## src/rtl/booth_mult_pipe.sv

```systemverilog
// rtl/booth_mult_pipe.sv - pipelined radix-4 Booth multiplier with carry-save reduction
//
// Purpose: p = a*b (full 2*WIDTH-bit product), signed or unsigned per operation,
// 3-stage pipeline with valid/ready handshake and a pass-through tag.
//   S1: registered Booth partial-product rows + negation correction bits
//   S2: registered carry-save sum/carry vectors
//   S3: registered final sum (p), out_tag, out_valid
//
// Ports:
//   clk, rst_n           clock, asynchronous active-low reset
//   in_valid / in_ready  operation handshake (a, b, is_signed, in_tag)
//   out_valid / out_ready result handshake (p, out_tag)
module booth_mult_pipe #(
  parameter int WIDTH = 16,
  parameter int TAG_W = 4
) (
  input  logic               clk,
  input  logic               rst_n,
  input  logic               in_valid,
  output logic               in_ready,
  input  logic [WIDTH-1:0]   a,
  input  logic [WIDTH-1:0]   b,
  input  logic               is_signed,
  input  logic [TAG_W-1:0]   in_tag,
  output logic               out_valid,
  input  logic               out_ready,
  output logic [2*WIDTH-1:0] p,
  output logic [TAG_W-1:0]   out_tag
);

  localparam int PW = 2 * WIDTH;   // product width
  localparam int EW = WIDTH + 2;   // extended operand width
  localparam int N  = WIDTH / 2 + 1; // Booth digit count

  // The whole pipe moves together; an empty S3 always lets it advance.
  logic advance;
  logic out_valid_q;

  assign advance  = !out_valid_q || out_ready;
  assign in_ready = advance;

  // ---------------- Booth recoding (feeds S1) ----------------
  logic [EW-1:0]  a_ext;
  logic [EW-1:0]  b_ext;
  logic [EW:0]    b_pad;
  logic [PW-1:0]  a_pw;
  logic [PW-1:0]  rows_d [N];
  logic [PW-1:0]  corr_d;

  assign a_ext = {{2{is_signed & a[WIDTH-1]}}, a};
  assign b_ext = {{2{is_signed & b[WIDTH-1]}}, b};
  assign b_pad = {b_ext, 1'b0};                       // implicit b[-1] = 0
  assign a_pw  = {{(PW-EW){a_ext[EW-1]}}, a_ext};

  always_comb begin
    logic [2:0]    dig;
    logic [PW-1:0] mag;
    logic          neg;
    corr_d = '0;
    dig    = '0;
    mag    = '0;
    neg    = 1'b0;
    for (int i = 0; i < N; i++) begin
      dig = b_pad[2*i+2 -: 3];
      mag = '0;
      neg = 1'b0;
      case (dig)
        3'b001, 3'b010: mag = a_pw;
        3'b011:         mag = a_pw << 1;
        3'b100:         begin mag = a_pw << 1; neg = 1'b1; end
        3'b101, 3'b110: begin mag = a_pw;      neg = 1'b1; end
        default:        mag = '0;
      endcase
      // Invert before shifting so the vacated low bits stay zero; the +1 of
      // the two's-complement negation goes into the correction vector.
      rows_d[i]   = (neg ? ~mag : mag) << (2 * i);
      corr_d[2*i] = neg;
    end
  end

  // ---------------- S1 ----------------
  logic [PW-1:0]    s1_rows_q [N];
  logic [PW-1:0]    s1_corr_q;
  logic             s1_valid_q;
  logic [TAG_W-1:0] s1_tag_q;

  always_ff @(posedge clk or negedge rst_n) begin
    if (!rst_n) begin
      for (int i = 0; i < N; i++) s1_rows_q[i] <= '0;
      s1_corr_q  <= '0;
      s1_valid_q <= 1'b0;
      s1_tag_q   <= '0;
    end else if (advance) begin
      for (int i = 0; i < N; i++) s1_rows_q[i] <= rows_d[i];
      s1_corr_q  <= corr_d;
      s1_valid_q <= in_valid;
      s1_tag_q   <= in_tag;
    end
  end

  // ---------------- carry-save reduction (feeds S2) ----------------
  logic [PW-1:0] s2_sum_d;
  logic [PW-1:0] s2_carry_d;

  always_comb begin
    logic [PW-1:0] s;
    logic [PW-1:0] c;
    logic [PW-1:0] r;
    s = s1_corr_q;
    c = '0;
    r = '0;
    for (int i = 0; i < N; i++) begin
      r = s1_rows_q[i];
      // 3:2 compressor; carries weigh one bit higher, overflow past PW is dropped.
      {s, c} = {s ^ c ^ r, ((s & c) | (s & r) | (c & r)) << 1};
    end
    s2_sum_d   = s;
    s2_carry_d = c;
  end

  // ---------------- S2 ----------------
  logic [PW-1:0]    s2_sum_q;
  logic [PW-1:0]    s2_carry_q;
  logic             s2_valid_q;
  logic [TAG_W-1:0] s2_tag_q;

  always_ff @(posedge clk or negedge rst_n) begin
    if (!rst_n) begin
      s2_sum_q   <= '0;
      s2_carry_q <= '0;
      s2_valid_q <= 1'b0;
      s2_tag_q   <= '0;
    end else if (advance) begin
      s2_sum_q   <= s2_sum_d;
      s2_carry_q <= s2_carry_d;
      s2_valid_q <= s1_valid_q;
      s2_tag_q   <= s1_tag_q;
    end
  end

  // ---------------- S3: final carry-propagate add ----------------
  logic [PW-1:0]    p_q;
  logic [TAG_W-1:0] out_tag_q;

  always_ff @(posedge clk or negedge rst_n) begin
    if (!rst_n) begin
      p_q         <= '0;
      out_tag_q   <= '0;
      out_valid_q <= 1'b0;
    end else if (advance) begin
      p_q         <= s2_sum_q + s2_carry_q;
      out_tag_q   <= s2_tag_q;
      out_valid_q <= s2_valid_q;
    end
  end

  assign p         = p_q;
  assign out_tag   = out_tag_q;
  assign out_valid = out_valid_q;

endmodule
```

## config.mk

```make
export PLATFORM = sky130hd
export DESIGN_NAME = booth_mult_pipe
export DESIGN_NICKNAME = d
export VERILOG_FILES = /design/src/rtl/booth_mult_pipe.sv
export SDC_FILE = /design/constraint.sdc
export NUM_CORES = 1
export LEC_CHECK = 0
export ABC_AREA = 0
export CAP_MARGIN = 20
export CORE_MARGIN = 2
export CORE_UTILIZATION = 35
export CTS_CLUSTER_SIZE = 20
export DETAILED_ROUTE_END_ITERATION = 6
export MAX_ROUTING_LAYER = met4
export PLACE_DENSITY_LB_ADDON = 0.08
export SYNTH_ARGS = -nofsm -noshare
export SYNTH_HDL_FRONTEND = slang
export SYNTH_SLANG_ARGS = --single-unit
```

## constraint.sdc

```tcl
create_clock -name clk -period 6.2 [get_ports clk]
set_input_delay 0.93 -clock clk [delete_from_list [all_inputs] [get_ports clk]]
set_output_delay 0.93 -clock clk [all_outputs]
set_load 0.01 [all_outputs]
```

== After elaboration in Yosys (flattened, before gate mapping) ==
Index checks and enable logic that the tools add are counted.

* Bits of input ports: 41
* Word-level logic and storage cells: 195
* Register bits after elaboration: 335
* Output and inout bits: 38

* Reduce and logical (&&, ||, !) cells: 28
* Multiplexer cells: 27
* Bitwise operators: 69
* Eq/ne operators: 51
* $add $sub $neg: 1

{| class="wikitable"
|+ Operator list
! cell !! count
|-
| $and 31x31->31 || 24
|-
| $xor 32x32->32 || 16
|-
| $or 31x31->31 || 16
|-
| $eq 3x3->1 const B || 24
|-
| $pmux 32 s2 || 1
|-
| $pmux 30 s2 || 1
|-
| $pmux 28 s2 || 1
|-
| $pmux 26 s2 || 1
|-
| $eq 3x2->1 const B || 16
|-
| $pmux 24 s2 || 1
|-
| $pmux 22 s2 || 1
|-
| $pmux 20 s2 || 1
|-
| $pmux 18 s2 || 1
|-
| $add 32x32->32 || 1
|-
| $mux 32 || 1
|-
| $not 32->32 || 1
|-
| $pmux 16 s2 || 1
|-
| $reduce_or 4->1 || 8
|-
| $xor 17x32->32 || 1
|-
| $and 17x31->31 || 1
|-
| $mux 30 || 1
|-
| $not 30->30 || 1
|-
| $mux 28 || 1
|-
| $not 28->28 || 1
|-
| 21 further kinds || 54
|}

== Longest topological paths before layout ==
Gate-level depths: netlist of the first run.

* Depth after elaboration: 25
* Depth in mapped cells: 15
* Mapped depth without buffers: 15

== Worst setup path before layout of the first run ==
Ideal clock, no wire load.

* Path kind: register to register
* Start point: reg s1_rows_q[272] in the netlist's numbering
* End point: reg s2_sum_q[17]
* Data required time: 6.083 ns
* Stages on the path, launching flop included: 14
* Path buffers: 0
* Arrival: 4.320 ns
* Slack: 1.763 ns
* Cells stage by stage: dfrtp_1 -> ha_1 -> inv_1 -> fa_1 -> inv_1 -> fa_1 -> fa_1 -> fa_1 -> fa_1 -> fa_1 -> fa_1 -> fa_1 -> nand2_1 -> nand2_1

* Word-level cells in the longest chain between the ends: 18
* Elaborated cells between the ends (all ways): 46
* Classes of those cells: bitwise (46)

{| class="wikitable"
|+ Ends and longest elaborated chain
! what !! RTL line !! text
|-
| from (decl) || 82 || <nowiki>logic [PW-1:0] s1_rows_q [N];</nowiki>
|-
| $xor 17x32->32 || 115 || <nowiki>{s, c} = {s ^ c ^ r, ((s & c) | (s & r) | (c & r)) << 1};</nowiki>
|-
| $and 31x31->31 / $xor 32x32->32 (equally long branches) || 115 ||
|-
| $or 31x31->31 / $xor 32x32->32 (equally long branches) || 115 ||
|-
| $or 31x31->31 (tied with other cells) || 115 ||
|-
| $xor 32x32->32 / $or 31x31->31 (equally long branches) || 115 ||
|-
| $xor 32x32->32 (tied with other cells) || 115 ||
|-
| $xor 32x32->32 / $or 31x31->31 (equally long branches) || 115 ||
|-
| $xor 32x32->32 (tied with other cells) || 115 ||
|-
| $xor 32x32->32 / $or 31x31->31 (equally long branches) || 115 ||
|-
| $xor 32x32->32 (tied with other cells) || 115 ||
|-
| $xor 32x32->32 / $or 31x31->31 (equally long branches) || 115 ||
|-
| $xor 32x32->32 (tied with other cells) || 115 ||
|-
| $xor 32x32->32 / $or 31x31->31 (equally long branches) || 115 ||
|-
| $xor 32x32->32 (tied with other cells) || 115 ||
|-
| $xor 32x32->32 / $or 31x31->31 (equally long branches) (2 in a row) || 115 ||
|-
| $xor 32x32->32 * (2 in a row) || 115 ||
|-
| named net s2_sum_d[17] || 102 || <nowiki>logic [PW-1:0] s2_sum_d;</nowiki>
|-
| to (signal assigned) || 134 || <nowiki>s2_sum_q <= s2_sum_d;</nowiki>
|-
| to (decl) || 122 || <nowiki>logic [PW-1:0] s2_sum_q;</nowiki>
|}

The timed path passes the listed nets; every way through them passes the cells marked *.
A chain may end at the register's enable or synchronous reset.

== Final worst setup path of the first run ==
* Start point: reg s1_rows_q[286] in the netlist's numbering
* End point: reg s2_sum_q[30]

* Word-level cells in the longest chain between the ends: 17

{| class="wikitable"
|+ Ends and longest elaborated chain
! what !! RTL line
|-
| $xor 17x32->32 || 115
|-
| $xor 32x32->32 (16 in a row) || 115
|-
| named net s2_sum_d[30] || 102
|}

The timed path passes the listed nets, and every way through them passes these cells.

==> results of run 1 <==
cell type report:
| class | instances | area (sq um) |
|---|---|---|
| multi-input cells | 1345 | 10100 |
| inverters | 66 | 253 |
| repair buffers | 109 | 1090 |
| fillers | 4967 | 29600 |
| clock buffers | 47 | 1040 |
| well taps | 672 | 841 |
| clock inverters | 18 | 200 |
| flip-flops and latches | 271 | 6780 |
metal layers:
| metal | up-vias | part of all wire | wire [um] |
|---|---|---|---|
| met3 | 63 | 0.041 | 2000 |
| met2 | 230 | 0.44 | 21500 |
| met5 | - | 0 | 0 |
| li1 | 6179 | - | - |
| met1 | 6456 | 0.50 | 24500 |
| met4 | 0 | 0.023 | 1130 |
critical path: stages, from the launching register on:
cell and delay (ns):
sky130_fd_sc_hd__dfrtp_1 0.40, sky130_fd_sc_hd__inv_1 0.13, sky130_fd_sc_hd__ha_1 0.28, sky130_fd_sc_hd__maj3_1 0.42, sky130_fd_sc_hd__fa_1 0.64, sky130_fd_sc_hd__fa_1 0.53, sky130_fd_sc_hd__fa_1 0.61, sky130_fd_sc_hd__fa_1 0.50
sky130_fd_sc_hd__fa_1 0.53, sky130_fd_sc_hd__fa_1 0.42, sky130_fd_sc_hd__nand2_1 0.08, sky130_fd_sc_hd__nand2_1 0.06
per-stage QoR:
step	util	instance area, sq um	hold WS (ns)	cells	worst slack [ns]
finish	0.407	20300	0.351	2528	1.48
global route	0.407	20300	0.371	2528	1.29
CTS	0.407	20300	0.347	2527	1.46
detailed placement	0.382	19100	0.448	2462	1.45
global placement	0.381	19000	0.444	2459	1.53
floorplan	-	17600	0.430	1824	1.76
worst max-delay path by stage:
stage                                     startpoint                       end  slack, ns  cells after the start
after floorplan           s1_rows_q[272]$_DFFE_PN0P_  s2_sum_q[17]$_DFFE_PN0P_       1.76                     13
after global placement    s1_rows_q[286]$_DFFE_PN0P_  s2_sum_q[29]$_DFFE_PN0P_       1.53                     11
after detailed placement  s1_rows_q[286]$_DFFE_PN0P_  s2_sum_q[30]$_DFFE_PN0P_       1.45                     11
after CTS                 s1_rows_q[286]$_DFFE_PN0P_  s2_sum_q[30]$_DFFE_PN0P_       1.46                     11
after global routing      s1_rows_q[286]$_DFFE_PN0P_  s2_sum_q[30]$_DFFE_PN0P_       1.29                     11
final                     s1_rows_q[286]$_DFFE_PN0P_  s2_sum_q[30]$_DFFE_PN0P_       1.48                     11
state kept, by name, indices dropped and copies added, names as in the netlist, 4 cells and up:
name        cells
s2_tag_q        4
p              32
out_tag         4
s1_tag_q        4
s2_carry_q     23
s1_rows_q     160
s2_sum_q       32
s1_corr_q       9
placed cells by master, fill, tap and decap left out, types with 16 or more instances in the layout:
cell type and instances:
sky130_fd_sc_hd__nand2_1 363, sky130_fd_sc_hd__dfrtp_1 271, sky130_fd_sc_hd__nor2_1 150, sky130_fd_sc_hd__fa_1 129, sky130_fd_sc_hd__o21ai_0 112, sky130_fd_sc_hd__ha_1 95, sky130_fd_sc_hd__a21oi_1 94, sky130_fd_sc_hd__clkdlybuf4s50_1 77
sky130_fd_sc_hd__inv_1 65, sky130_fd_sc_hd__xnor2_1 64, sky130_fd_sc_hd__a22oi_1 61, sky130_fd_sc_hd__a221oi_1 61, sky130_fd_sc_hd__xor2_1 57, sky130_fd_sc_hd__clkbuf_16 37, sky130_fd_sc_hd__mux2i_1 33, sky130_fd_sc_hd__buf_4 24
sky130_fd_sc_hd__a22o_1 16
logic make-up (layout without fill, tap and decap cells):
kind of cell    after synthesis  in the layout
simple gates                569            569
buf+inv                     208            240
xor+xnor                    121            121
fa+ha+maj                   226            226
compound gates              392            392
flops                       271            271
mux                          37             37
==> metrics.txt, run 1 <==
# TYPE chip_impl_metric gauge
chip_impl_info{name="outcome",value="finished clean"} 1
chip_impl_metric{name="layout.nets",unit=""} 2094
chip_impl_metric{name="post_synthesis_compound_gate_area_fraction",unit=""} 0.146
chip_impl_info{name="gr-max-usage-layer",value="met2"} 1
chip_impl_info{name="regToRegEndpoint",value="s2_sum_q[30]$_DFFE_PN0P_"} 1
chip_impl_metric{name="via_count_of_the_first_global_routing_pass",unit=""} 13200
chip_impl_metric{name="syn_avg_cell_area",unit="sq um"} 9.68
chip_impl_metric{name="die_area",unit="sq mm"} 0.0522
chip_impl_metric{name="total_grt_usage",unit=""} 0.197
chip_impl_info{name="crit-reg2reg-launch",value="s1_rows_q[286]$_DFFE_PN0P_"} 1
chip_impl_metric{name="placementRows",unit=""} 82
chip_impl_metric{name="synth_edf_count",unit=""} 0
chip_impl_info{name="crit_type",value="reg2reg"} 1
chip_impl_metric{name="synth-warning-count",unit=""} 0
chip_impl_metric{name="cts_max_level",unit=""} 2
chip_impl_metric{name="nets_in_the_synthesized_netlist",unit=""} 2089
chip_impl_metric{name="clk_transition_reported_paths",unit="ns"} 0.06
chip_impl_info{name="grt_setup_unrepaired",value="false"} 1
chip_impl_metric{name="grtUsageMet1",unit=""} 0.283
chip_impl_metric{name="first_pass_grt_wire_length",unit="mm"} 78.7
chip_impl_metric{name="critPathMaxFanout",unit=""} 3
chip_impl_metric{name="cts_resized",unit=""} 0
chip_impl_metric{name="route.detailed.vias_per_inst",unit=""} 5.11
chip_impl_metric{name="cts_hold_buf",unit=""} 0
chip_impl_info{name="cts.root.buffer_cell",value="sky130_fd_sc_hd__clkbuf_16"} 1
chip_impl_metric{name="initial_core_utilization",unit=""} 0.353
chip_impl_metric{name="antenna_found_initial",unit=""} 1
chip_impl_info{name="critical_path.endpoint_type",value="register"} 1
chip_impl_metric{name="detailedRoute.firstPassIterationCount",unit=""} 5
chip_impl_info{name="synth_top_family_by_area",value="adder cells"} 1
chip_impl_metric{name="gp_congestion",unit=""} 0.810
chip_impl_metric{name="drive_gt1_frac",unit=""} 0.0587
chip_impl_metric{name="async_reset_ff_frac",unit=""} 1.00
chip_impl_metric{name="netlist_area",unit="sq mm"} 0.0176
chip_impl_metric{name="fmax",unit="GHz"} 0.212
chip_impl_info{name="cells_taking_the_most_area_after_synthesis",value="sky130_fd_sc_hd__dfrtp_1 (38%), sky130_fd_sc_hd__fa_1 (15%), sky130_fd_sc_hd__nand2_1 (7.7%), sky130_fd_sc_hd__ha_1 (6.7%), sky130_fd_sc_hd__nor2_1 (3.2%)"} 1
chip_impl_metric{name="max_slew_margin",unit=""} 0.247
chip_impl_metric{name="synth_cell_type_count",unit=""} 52
chip_impl_metric{name="cts_max_path_buffers",unit=""} 3
chip_impl_metric{name="report.final.slew_viol_count",unit=""} 0
chip_impl_metric{name="gr-usage-met2",unit=""} 0.289
chip_impl_metric{name="worst_skew_pair_latency",unit="ns"} 0.55
chip_impl_metric{name="final.period_utilization",unit=""} 0.762
chip_impl_metric{name="antenna_left",unit=""} 0
chip_impl_metric{name="synth_sequential_area_ratio",unit=""} 0.384
chip_impl_metric{name="post-route-drc-count",unit=""} 0
chip_impl_info{name="timing.critical_path.from_type",value="register"} 1
chip_impl_metric{name="die_w",unit="um"} 229
chip_impl_metric{name="grt_max_degree",unit=""} 217
chip_impl_metric{name="synth.mux.area_fraction",unit=""} 0.0213
chip_impl_info{name="synthFlopType",value="sky130_fd_sc_hd__dfrtp_1"} 1
chip_impl_metric{name="detailed_route_wire_length_per_cell",unit="um"} 19.4
chip_impl_metric{name="cp.arrival",unit="ns"} 5.17
chip_impl_info{name="netlist.top_cell.by_area",value="sky130_fd_sc_hd__dfrtp_1"} 1
chip_impl_metric{name="yosysTopAreaCellShare",unit=""} 0.384
chip_impl_metric{name="post-cts-setup-buffer-count",unit=""} 0
chip_impl_metric{name="global_route_congestion_overflow_total",unit=""} 0
chip_impl_metric{name="route.final.wire_length",unit="mm"} 49.1
chip_impl_metric{name="number_of_buffers_created_by_cts",unit=""} 36
chip_impl_metric{name="yosys.area_share.simple",unit=""} 0.129
chip_impl_info{name="synth_most_common_cell",value="sky130_fd_sc_hd__nand2_1"} 1
chip_impl_info{name="yosys-top-cells-count",value="sky130_fd_sc_hd__nand2_1 (363), sky130_fd_sc_hd__dfrtp_1 (271), sky130_fd_sc_hd__nor2_1 (151), sky130_fd_sc_hd__fa_1 (129), sky130_fd_sc_hd__o21ai_0 (112)"} 1
chip_impl_metric{name="cap_viol_max_count",unit=""} 0
chip_impl_metric{name="post-dp-hpwl",unit="mm"} 32.7
chip_impl_metric{name="clock_sink_count",unit=""} 271
chip_impl_metric{name="timing.reg2reg.setup_slack",unit="ns"} 1.48
chip_impl_metric{name="fin_tns_setup",unit="ns"} 0
chip_impl_metric{name="vias",unit=""} 12900
chip_impl_metric{name="critPathRequiredTime",unit="ns"} 6.64
chip_impl_metric{name="area.growth.synth_to_final",unit="%"} 15.2
chip_impl_metric{name="worst_pin_slew",unit="ns"} 1.13
chip_impl_metric{name="setup_viol_count_final",unit=""} 0
chip_impl_metric{name="die_height",unit="um"} 229
chip_impl_metric{name="reg2reg_depth",unit=""} 11
chip_impl_metric{name="design.portCount",unit=""} 79
chip_impl_metric{name="hold_violations",unit=""} 0
chip_impl_metric{name="fp.coreArea",unit="sq mm"} 0.0500
chip_impl_metric{name="insertedDiodeCount",unit=""} 0
chip_impl_info{name="worst_hold_check_path_type",value="in2async"} 1
chip_impl_metric{name="portBuffers",unit=""} 78
chip_impl_metric{name="groute.layer.met3.usage",unit=""} 0.0314
chip_impl_metric{name="skew",unit="ns"} 0.0208
chip_impl_info{name="cts_tree",value="built"} 1
chip_impl_metric{name="ffs_latches_synth",unit=""} 271
chip_impl_metric{name="dr.first_iter.drc_count",unit=""} 818
chip_impl_metric{name="post_synth_inst_count",unit=""} 1824
chip_impl_metric{name="synth_adder_area_share",unit=""} 0.215
chip_impl_metric{name="synth_xor_area_frac",unit=""} 0.0600
chip_impl_metric{name="post-route-min-period",unit="ns"} 4.72
Power of run 1 is not shown: default switching activity piles up to over one toggle a cycle in this logic, so the estimate is an artifact.
==> inputs of run 2 (changes only) <==
==> constraint.sdc (replaced) <==
create_clock -name clk -period 4.4 [get_ports clk]
set_input_delay 0.66 -clock clk [delete_from_list [all_inputs] [get_ports clk]]
set_output_delay 0.66 -clock clk [all_outputs]
set_load 0.01 [all_outputs]
==> run 2 against run 1 <==
The flow now finishes with violations (setup timing); flip-flop and latch count is the same; cell count grew 0.71%; core utilization grew 0.69 points; critical endpoint is now s2_sum_q[16]$_DFFE_PN0P_.
==> metrics.txt, run 2 (synthesized netlist as in run 1, its figures left out) <==
# TYPE chip_impl_metric gauge
chip_impl_info{name="outcome",value="finished, violations left"} 1
chip_impl_info{name="failed_checks",value="setup timing"} 1
chip_impl_metric{name="post-dp-hpwl",unit="mm"} 33.5
chip_impl_metric{name="design.portCount",unit=""} 79
chip_impl_metric{name="cap_viol_max_count",unit=""} 0
chip_impl_metric{name="cts_max_level",unit=""} 2
chip_impl_metric{name="first_pass_grt_wire_length",unit="mm"} 78.6
chip_impl_metric{name="hold_violations",unit=""} 0
chip_impl_metric{name="vias",unit=""} 13000
chip_impl_metric{name="detailed_route_wire_length_per_cell",unit="um"} 19.4
chip_impl_metric{name="worst_pin_slew",unit="ns"} 1.12
chip_impl_metric{name="final_core_utilization",unit=""} 0.414
chip_impl_metric{name="placement.setup.worst_slack",unit="ns"} -0.228
chip_impl_metric{name="storage_cell_area",unit="sq mm"} 0.00678
chip_impl_metric{name="detailedRoute.firstPassIterationCount",unit=""} 5
chip_impl_metric{name="layout.nets",unit=""} 2113
chip_impl_metric{name="setup_slack",unit="ns"} -0.239
chip_impl_metric{name="cp.arrival",unit="ns"} 5.12
chip_impl_info{name="final_cell_mix",value="sky130_fd_sc_hd__nand2_1 (359), sky130_fd_sc_hd__dfrtp_1 (271), sky130_fd_sc_hd__nor2_1 (151)"} 1
chip_impl_metric{name="area.growth.synth_to_final",unit="%"} 17.2
chip_impl_metric{name="antenna_left",unit=""} 0
chip_impl_metric{name="placementRows",unit=""} 82
chip_impl_info{name="timing.critical_path.from_type",value="register"} 1
chip_impl_metric{name="antenna_found_initial",unit=""} 0
chip_impl_metric{name="fin_tns_setup",unit="ns"} -2.40
chip_impl_metric{name="gp_congestion",unit=""} 0.800
chip_impl_info{name="grt_setup_unrepaired",value="true"} 1
chip_impl_metric{name="clock_sink_count",unit=""} 271
chip_impl_metric{name="critPathMaxFanout",unit=""} 2
chip_impl_metric{name="critPathRequiredTime",unit="ns"} 4.88
chip_impl_metric{name="final.period_utilization",unit=""} 1.05
chip_impl_metric{name="die_area",unit="sq mm"} 0.0522
chip_impl_metric{name="post-route-min-period",unit="ns"} 4.64
chip_impl_info{name="worst_hold_check_path_type",value="in2async"} 1
chip_impl_metric{name="number_of_buffers_created_by_cts",unit=""} 36
chip_impl_info{name="cts_tree",value="built"} 1
chip_impl_metric{name="report.final.slew_viol_count",unit=""} 0
chip_impl_metric{name="dr.first_iter.drc_count",unit=""} 899
chip_impl_metric{name="via_count_of_the_first_global_routing_pass",unit=""} 13100
chip_impl_info{name="cts.root.buffer_cell",value="sky130_fd_sc_hd__clkbuf_16"} 1
chip_impl_metric{name="largest_register_ffs",unit=""} 160
chip_impl_info{name="critical_path.endpoint_type",value="register"} 1
chip_impl_metric{name="final_cell_count_no_fill",unit=""} 2546
chip_impl_info{name="largest-register",value="s1_rows_q"} 1
chip_impl_metric{name="fmax",unit="GHz"} 0.216
chip_impl_info{name="crit_type",value="reg2reg"} 1
chip_impl_metric{name="drive_gt1_frac",unit=""} 0.104
chip_impl_metric{name="clk_transition_reported_paths",unit="ns"} 0.06
chip_impl_metric{name="fp.coreArea",unit="sq mm"} 0.0500
chip_impl_metric{name="global_route_congestion_overflow_total",unit=""} 0
chip_impl_metric{name="post-route-drc-count",unit=""} 0
chip_impl_metric{name="max_slew_margin",unit=""} 0.248
chip_impl_metric{name="die_w",unit="um"} 229
chip_impl_metric{name="die_height",unit="um"} 229
chip_impl_metric{name="portBuffers",unit=""} 78
chip_impl_metric{name="grt_max_degree",unit=""} 229
chip_impl_metric{name="route.final.wire_length",unit="mm"} 49.3
chip_impl_metric{name="skew",unit="ns"} 0.00945
chip_impl_metric{name="setup_viol_count_final",unit=""} 23
chip_impl_metric{name="route.detailed.vias_per_inst",unit=""} 5.10
chip_impl_metric{name="total_grt_usage",unit=""} 0.197
chip_impl_metric{name="worst_skew_pair_latency",unit="ns"} 0.55
chip_impl_metric{name="cts_max_path_buffers",unit=""} 3
chip_impl_metric{name="area_occupied_by_multi_input_gates",unit="sq mm"} 0.0103
chip_impl_metric{name="initial_core_utilization",unit=""} 0.353
chip_impl_info{name="mostFrequentLayoutCell",value="sky130_fd_sc_hd__nand2_1"} 1
chip_impl_metric{name="place_inst",unit=""} 2476
chip_impl_metric{name="insertedDiodeCount",unit=""} 0
chip_impl_metric{name="layout.filler_cells",unit=""} 4971
run 2: metrics by stage:
step                      hold slack, ns  cell area [sq um]
after detailed placement           0.452              19200
after floorplan                    0.364              17700
after global routing               0.245              20700
after global placement             0.444              19200
final                              0.163              20700
after CTS                          0.216              20500
run 2: critical path, stage by stage (launching register included):
cell and delay [ns]:
sky130_fd_sc_hd__dfrtp_1 0.40, sky130_fd_sc_hd__ha_4 0.16, sky130_fd_sc_hd__inv_2 0.03, sky130_fd_sc_hd__fa_1 0.47
sky130_fd_sc_hd__inv_1 0.05, sky130_fd_sc_hd__fa_1 0.48, sky130_fd_sc_hd__fa_2 0.57, sky130_fd_sc_hd__fa_2 0.44
sky130_fd_sc_hd__fa_2 0.55, sky130_fd_sc_hd__fa_2 0.44, sky130_fd_sc_hd__fa_2 0.35, sky130_fd_sc_hd__fa_2 0.53
sky130_fd_sc_hd__nand2_1 0.04, sky130_fd_sc_hd__nand2_1 0.07
run 2: worst paths after layout:
check | start | end | slack, ns | cells past startpoint
setup / recovery | s1_rows_q[270]$_DFFE_PN0P_ | s2_sum_q[16]$_DFFE_PN0P_ | -0.24 | 13
hold / removal | rst_n | p[30]$_DFFE_PN0P_ | 0.16 | 1
setup reg to reg | s1_rows_q[270]$_DFFE_PN0P_ | s2_sum_q[16]$_DFFE_PN0P_ | -0.24 | 13
hold reg to reg | p[4]$_DFFE_PN0P_ | p[4]$_DFFE_PN0P_ | 0.46 | 2
max in group asynchronous | rst_n | s1_corr_q[4]$_DFFE_PN0P_ | 3.22 | 2
min in group clk | p[4]$_DFFE_PN0P_ | p[4]$_DFFE_PN0P_ | 0.46 | 2
run 2: timing repair:
action | in CTS | in global routing
resized for setup | 37 | 32
pin swaps | 14 | 13
setup buffers | 4 | 1
setup endpoints to repair | 33 | 35
hold buffers | 0 | 0
run 2: area by class of cell:
type                            instances  area share
Clock buffer                           53      0.0540
Clock inverter                         11     0.00454
Inverter                               66      0.0122
Multi-Input combinational cell       1345       0.500
Sequential cell                       271       0.328
Tap cell                              672      0.0407
Timing Repair Buffer                  128      0.0608
run 2: routing by layer:
metal / up-vias / part of all wire / GRT usage
met5: - / 0 / -
met3: 65 / 0.043 / 0.0351
li1: 6202 / - / -
met1: 6467 / 0.49 / 0.282
met2: 254 / 0.45 / 0.291
met4: 0 / 0.019 / 0.0441
Power of run 2 is left out for the same reason.
